[src/rtl/console_scroll_controller.sv]
`default_nettype none
// ============================================================================
//  Module      : console_scroll_controller
//  Description : Ring of LINES text lines (32 chars each). New lines are
//                committed by bumping the head pointer; every commit or
//                refresh triggers a sweep that writes the visible characters
//                into the character display RAM, oldest line at the top.
//  Revision    : 1.0 - initial release
// ============================================================================
module console_scroll_controller #(
  parameter int          LINES      = 8,
  parameter int          VIS_COLS   = 11,
  parameter logic [7:0]  BLANK_CHAR = 8'h20
) (
  input  logic         clock,
  input  logic         resetn,
  input  logic         line_push,
  input  logic [255:0] line_content,
  input  logic         refresh,
  output logic         line_ready,
  output logic [7:0]   char_index,
  output logic [7:0]   char_data,
  output logic         char_we,
  output logic         busy,
  output logic         finish,
  output logic         overflow
);

  localparam int HW = $clog2(LINES);
  localparam logic [HW-1:0] C_LAST_ROW = HW'(LINES - 1);
  localparam logic [4:0]    C_LAST_COL = 5'(VIS_COLS - 1);

  typedef enum logic [1:0] {
    ST_IDLE   = 2'd0,
    ST_COMMIT = 2'd1,
    ST_SWEEP  = 2'd2,
    ST_DONE   = 2'd3
  } state_t;

  state_t         r_state, w_next;
  logic [255:0]   r_ring [LINES];
  logic [HW-1:0]  r_head;
  logic [255:0]   r_pending_line;
  logic           r_pending_valid;
  logic           r_refresh_pending;
  logic           r_overflow;
  logic [HW-1:0]  r_row;
  logic [4:0]     r_col;
  logic [7:0]     r_char_index;
  logic [7:0]     r_char_data;
  logic           r_char_we;
  logic           r_finish;

  logic           w_push_ok;
  logic           w_last;
  logic [HW-1:0]  w_head_inc;
  logic [HW-1:0]  w_slot;
  logic [255:0]   w_line;
  logic [7:0]     w_bitpos;
  logic [7:0]     w_byte;
  logic [7:0]     w_row8;
  logic [7:0]     w_index;

  // A push is only taken when the single pending slot is free.
  assign w_push_ok  = line_push && !r_pending_valid;
  assign w_last     = (r_row == C_LAST_ROW) && (r_col == C_LAST_COL);
  assign w_head_inc = r_head + HW'(1);

  // Row 0 shows the slot right after head, i.e. the oldest stored line.
  assign w_slot   = r_head + HW'(1) + r_row;
  assign w_line   = r_ring[w_slot];
  assign w_bitpos = 8'd255 - {r_col, 3'b000};
  assign w_byte   = w_line[w_bitpos -: 8];
  assign w_row8   = 8'(r_row);
  assign w_index  = (w_row8 << 5) | {3'b000, r_col};

  assign line_ready = !r_pending_valid;
  assign busy       = (r_state == ST_COMMIT) || (r_state == ST_SWEEP);
  assign char_index = r_char_index;
  assign char_data  = r_char_data;
  assign char_we    = r_char_we;
  assign finish     = r_finish;
  assign overflow   = r_overflow;

  // State register.
  always_ff @(posedge clock or negedge resetn) begin
    if (!resetn) r_state <= ST_IDLE;
    else         r_state <= w_next;
  end

  // Next-state logic. A push accepted in IDLE holds the FSM one cycle so the
  // following COMMIT absorbs any simultaneous refresh into a single sweep.
  always_comb begin
    w_next = r_state;
    case (r_state)
      ST_IDLE: begin
        if (r_pending_valid)                     w_next = ST_COMMIT;
        else if (w_push_ok)                      w_next = ST_IDLE;
        else if (refresh || r_refresh_pending)   w_next = ST_SWEEP;
      end
      ST_COMMIT: w_next = ST_SWEEP;
      ST_SWEEP:  if (w_last) w_next = ST_DONE;
      ST_DONE:   w_next = ST_IDLE;
      default:   w_next = ST_IDLE;
    endcase
  end

  // Push capture, ring commit, sweep counters and registered write port.
  always_ff @(posedge clock or negedge resetn) begin
    if (!resetn) begin
      for (int i = 0; i < LINES; i++) r_ring[i] <= '0;
      r_head            <= C_LAST_ROW;
      r_pending_line    <= '0;
      r_pending_valid   <= 1'b0;
      r_refresh_pending <= 1'b0;
      r_overflow        <= 1'b0;
      r_row             <= '0;
      r_col             <= '0;
      r_char_index      <= '0;
      r_char_data       <= '0;
      r_char_we         <= 1'b0;
      r_finish          <= 1'b0;
    end else begin
      if (w_push_ok) begin
        r_pending_line  <= line_content;
        r_pending_valid <= 1'b1;
      end else if (line_push) begin
        r_overflow <= 1'b1;
      end

      // A refresh seen during COMMIT is newer than the commit, so it must
      // still produce its own sweep; earlier ones are covered by it.
      if (r_state == ST_IDLE) begin
        if (w_next != ST_IDLE) r_refresh_pending <= 1'b0;
      end else if (r_state == ST_COMMIT) begin
        r_refresh_pending <= refresh;
      end else if (refresh) begin
        r_refresh_pending <= 1'b1;
      end

      if (r_state == ST_COMMIT) begin
        r_head             <= w_head_inc;
        r_ring[w_head_inc] <= r_pending_line;
        r_pending_valid    <= 1'b0;
      end

      if (r_state == ST_SWEEP) begin
        if (r_col == C_LAST_COL) begin
          r_col <= '0;
          r_row <= r_row + HW'(1);
        end else begin
          r_col <= r_col + 5'd1;
        end
        r_char_index <= w_index;
        r_char_data  <= (w_byte == 8'h00) ? BLANK_CHAR : w_byte;
      end else begin
        r_row <= '0;
        r_col <= '0;
      end

      r_char_we <= (r_state == ST_SWEEP);
      r_finish  <= (r_state == ST_DONE);
    end
  end

endmodule
`default_nettype wire
[config.mk]
export PLATFORM = sky130hd
export DESIGN_NAME = console_scroll_controller
export DESIGN_NICKNAME = d
export VERILOG_FILES = /design/src/rtl/console_scroll_controller.sv
export SDC_FILE = /design/constraint.sdc
export NUM_CORES = 2
export LEC_CHECK = 0
export CAP_MARGIN = 20
export CORE_MARGIN = 10
export CORE_UTILIZATION = 50
export CTS_BUF_LIST = sky130_fd_sc_hd__clkbuf_2
export CTS_CLUSTER_DIAMETER = 200
export DETAILED_ROUTE_END_ITERATION = 8
export PLACE_DENSITY_LB_ADDON = 0.15
export SYNTH_ARGS = -nofsm -noshare
export SYNTH_HDL_FRONTEND = slang
export SYNTH_SLANG_ARGS = --single-unit
[constraint.sdc]
create_clock -name clock -period 4.6 [get_ports clock]
set_clock_uncertainty 0.2 [all_clocks]
set_input_delay 0.69 -clock clock [delete_from_list [all_inputs] [get_ports clock]]
set_output_delay 0.69 -clock clock [all_outputs]
set_load 0.005 [all_outputs]
==> flow_summary_export.csv <==
group,metric,value,unit
floorplan,initial_utilization,0.504,
global_route,antenna_found_initial,7,
power,switching_power,33.5,mW
clock_network,cts-buffers-inserted,624,
route,route.antenna.remaining_nets,0,
global_route,grtUsageTotal,0.251,
power,highest_ir_drop_seen_on_vdd,0.686,mV
route,vias,61100,
sta,setup_violations,1,
placement,dpl_cell_area,110000,sq um
floorplan,dieHeight,472,microns
finish,utilization,0.599,
route,wire_per_inst,26.7,microns
power,sw_frac_of_total,0.358,
clock_network,worstSkewPairLatency,1.93,ns
critical_path,critical-path-slowest-cell,"sky130_fd_sc_hd__fa_4",
critical_path,worstSetupPathType,"register to register",
logic_synthesis,synth-async-reset-ratio,1.00,
finish,area_growth_syn_to_layout,18.9,%
power,pwr-share-comb,0.448,
critical_path,req_time_crit_path,6.12,ns
logic_synthesis,mappedNetlistNets,6281,
global_route,grt-ovfl-total,0,
logic_synthesis,synth_cell_type_count,66,
finish,drive_gt1_frac,0.551,
power,power_frac_seq,0.404,
global_route,met2_usage,0.405,
finish,fin_area,122000,sq um
critical_path,ff2ff_path_depth,15,
logic_synthesis,yosysSeqAreaShare,0.572,
sta,fin_hold_ws,0.266,ns
route,wl,279000,microns
critical_path,timing.critical_path.arrival,6.29,ns
power,intPower,60.0,mW
logic_synthesis,top_count_cell_post_synth,"sky130_fd_sc_hd__dfrtp_1",
sta,slew_headroom,0.135,
min_path,hold_path_class,"register to register",
floorplan,num_rows,165,
floorplan,core_area,203000,sq um
outcome,failing_checks,"setup timing",
clock_network,cts_htree_levels,6,
global_route,grt_max_degree,157,
logic_synthesis,synth.cell_area,102000,sq um
sta,report.final.hold_viol_count,0,
floorplan,floorplan.io_pins,281,
logic_synthesis,yosys.area.top_type_share,0.571,
global_route,grt_util_met3,0.0466,
sta,timing.final.max_slew_violations,0,
placement,quantity_of_i_o_buffers_inserted_on_ports,280,
route,drt_iter0_drc,3530,
min_path,hp_start,"overflow",
finish,fillerInstances,15500,
outcome,outcome,"finished, violations left",
critical_path,cpMostUsedCell,"sky130_fd_sc_hd__buf_4",
critical_path,r2r-end,"char_data[5]",
logic_synthesis,synth_enable_flop_cells,0,
critical_path,worst_setup_path_start_kind,"register",
job,cap_violations,0,
global_route,top_usage_layer,"met2",
sta,worstMarginPinSlew,1.30,ns
sta,pnr_worst_setup_slack,-0.169,ns
placement,place_hpwl,168000,microns
critical_path,worst_setup_path_end_kind,"register",
clock_network,cts.root.buffer_cell,"sky130_fd_sc_hd__clkbuf_2",
global_route,vias_in_the_first_global_route,67200,
clock_network,cts_sinks,2338,
clock_network,cts_tree,"yes",
critical_path,rrSetupSlack,-0.17,ns
logic_synthesis,netlist_top_cells_area,"sky130_fd_sc_hd__dfrtp_1 57%, sky130_fd_sc_hd__mux2_2 26%, sky130_fd_sc_hd__mux4_2 13%, sky130_fd_sc_hd__clkbuf_1 1.2%, sky130_fd_sc_hd__a22o_1 0.27%",
sta,rsz0062_at_grt,"true",
finish,final_nets,7628,
min_path,hold-path-cell-count,1,
route,drt_drc_violations_left,0,
global_route,met1_usage,0.344,
min_path,worst_hold_path.endpoint,"overflow",
logic_synthesis,synth_cells,6010,
placement,gp_congestion,0.794,
critical_path,path_cells,"inv_2, ha_4, fa_4, buf_4, buf_12, buf_16, mux4_2, a22oi_2, a31oi_1, buf_4, o21ai_0, buf_4, o21ai_1, or3b_4, o41ai_2",
logic_synthesis,post-synth-top-area-cell,"sky130_fd_sc_hd__dfrtp_1",
sta,fin_setup_tns,-0.169,ns
critical_path,timing.rr.start,"r_head[0]",
logic_synthesis,synthTopCellsByCount,"2,335 x sky130_fd_sc_hd__dfrtp_1, 2,318 x sky130_fd_sc_hd__mux2_2, 599 x sky130_fd_sc_hd__mux4_2, 326 x sky130_fd_sc_hd__clkbuf_1, 48 x sky130_fd_sc_hd__buf_2",
sta,timing.fmax,210,MHz
logic_synthesis,register_bit_count_reported_by_yosys,2338,
logic_synthesis,syn-mean-instance-area,17.0,sq um
clock_network,clkSlewWorstSetupHoldPaths,0.09,ns
placement,preCtsSetupSlack,-0.504,ns
floorplan,overall_die_width,472,microns
logic_synthesis,synth-warning-count,0,
critical_path,cpPeakStageDelay,0.85,ns
critical_path,crit_fanout,14,
route,via_per_inst,5.85,
power,power.density,769,nW/um^2
route,drt_first_pass_iters,5,
power,clock_network_fraction_of_design_power,0.148,
sta,timing.final.crit_share,1.04,
clock_network,clk_path_buf_depth,4,
sta,period_minus_slack,4.77,ns
global_route,grt_first_pass_wirelength,430000,microns
logic_synthesis,ys_dominant_reg_cell,"sky130_fd_sc_hd__dfrtp_1",
power,leakage,53.3,nW
floorplan,die_area,223000,sq um
[sequential cells by signal, indices dropped and copies added, names as in the netlist]
signal / cells
char_data: 8
r_row: 3
r_state: 2
r_refresh_pending: 1
char_we: 1
r_col: 5
char_index: 8
r_pending_valid: 1
finish: 1
r_head: 3
r_pending_line: 256
r_ring: 2048
overflow: 1
[metal layers]
layer	vias up	routed length [microns]
met5	-	13
met4	2	7810
met3	433	13300
met2	1586	135000
met1	33300	122000
li1	25800	-
[logic make-up after synthesis]
group / after synthesis / synth area share
flops: 2338 / 0.572
buf+inv: 435 / 0.0181
compound gates: 158 / 0.0116
simple gates: 117 / 0.00572
mux: 2940 / 0.390
fa+ha+maj: 11 / 0.00142
xor+xnor: 11 / 0.00146
[power groups by stage]
stage               Combinational (mW)  Clock, mW  Sequential (mW)
global route                      44.4       15.5             39.0
floorplan                         28.0          0             34.5
finish                            41.9       13.8             37.8
CTS                               41.9       14.3             37.6
global placement                  38.8          0             37.6
detailed placement                39.6          0             38.0
[worst max path at each step]
stage               depth (start not counted)      start  slack [ns]      endpoint
floorplan                                  16  r_head[0]       0.002  char_data[5]
global placement                           14  r_head[0]       -0.45  char_data[5]
detailed placement                         13  r_head[0]       -0.50  char_data[5]
CTS                                        16  r_head[0]       -0.18  char_data[5]
global route                               16  r_head[0]       -0.29  char_data[5]
finish                                     15  r_head[0]       -0.17  char_data[5]
[area by class of cell]
class	count	area [sq um]	share of cell area
clock buffer	916	4580	0.0377
antenna	12	30.0	0.000247
sequential	2338	58500	0.481
timing repair buffer	1142	12300	0.101
clock inverter	101	472	0.00388
inverter	14	52.6	0.000432
tap	2672	3340	0.0275
multi-input combinational	3237	42300	0.348
[cells in the final DEF, fill, tap and decap left out, drive strengths merged, types with 29 or more instances in the layout]
| cell | instances |
|---|---|
| dlygate4sd3 | 527 |
| clkinv | 82 |
| a22oi | 34 |
| inv | 29 |
| dfrtp | 2335 |
| clkdlybuf4s50 | 279 |
| mux4 | 602 |
| mux2 | 2318 |
| a22o | 31 |
| clkbuf | 918 |
| nand2 | 41 |
| buf | 332 |
[through the flow]
stage	power, mW	instances
2_1_floorplan	62.6	6010
3_3_place_gp	76.4	8828
3_5_place_dp	77.7	8828
4_1_cts	93.9	10400
5_1_grt	98.9	10400
6_report	93.5	10400
[what timing repair did]
action	CTS	global route
endpoints found under the setup margin	8	7
pin swaps	16	4
cloned	10	2
endpoints found under the hold margin	2599	0
resized for setup	52	31
hold buffers	528	0
setup buffers	36	2
[critical path, delay by kind of cell (launching register included)]
| family | cells | cell delay, ns |
|---|---|---|
| buf+inv | 6 | 0.97 |
| mux | 1 | 0.33 |
| fa+ha+maj | 2 | 1.00 |
| compound gates | 5 | 1.11 |
| simple gates | 1 | 0.42 |
| flops | 1 | 0.59 |
No activity file was read; power rests on OpenSTA's default activity.
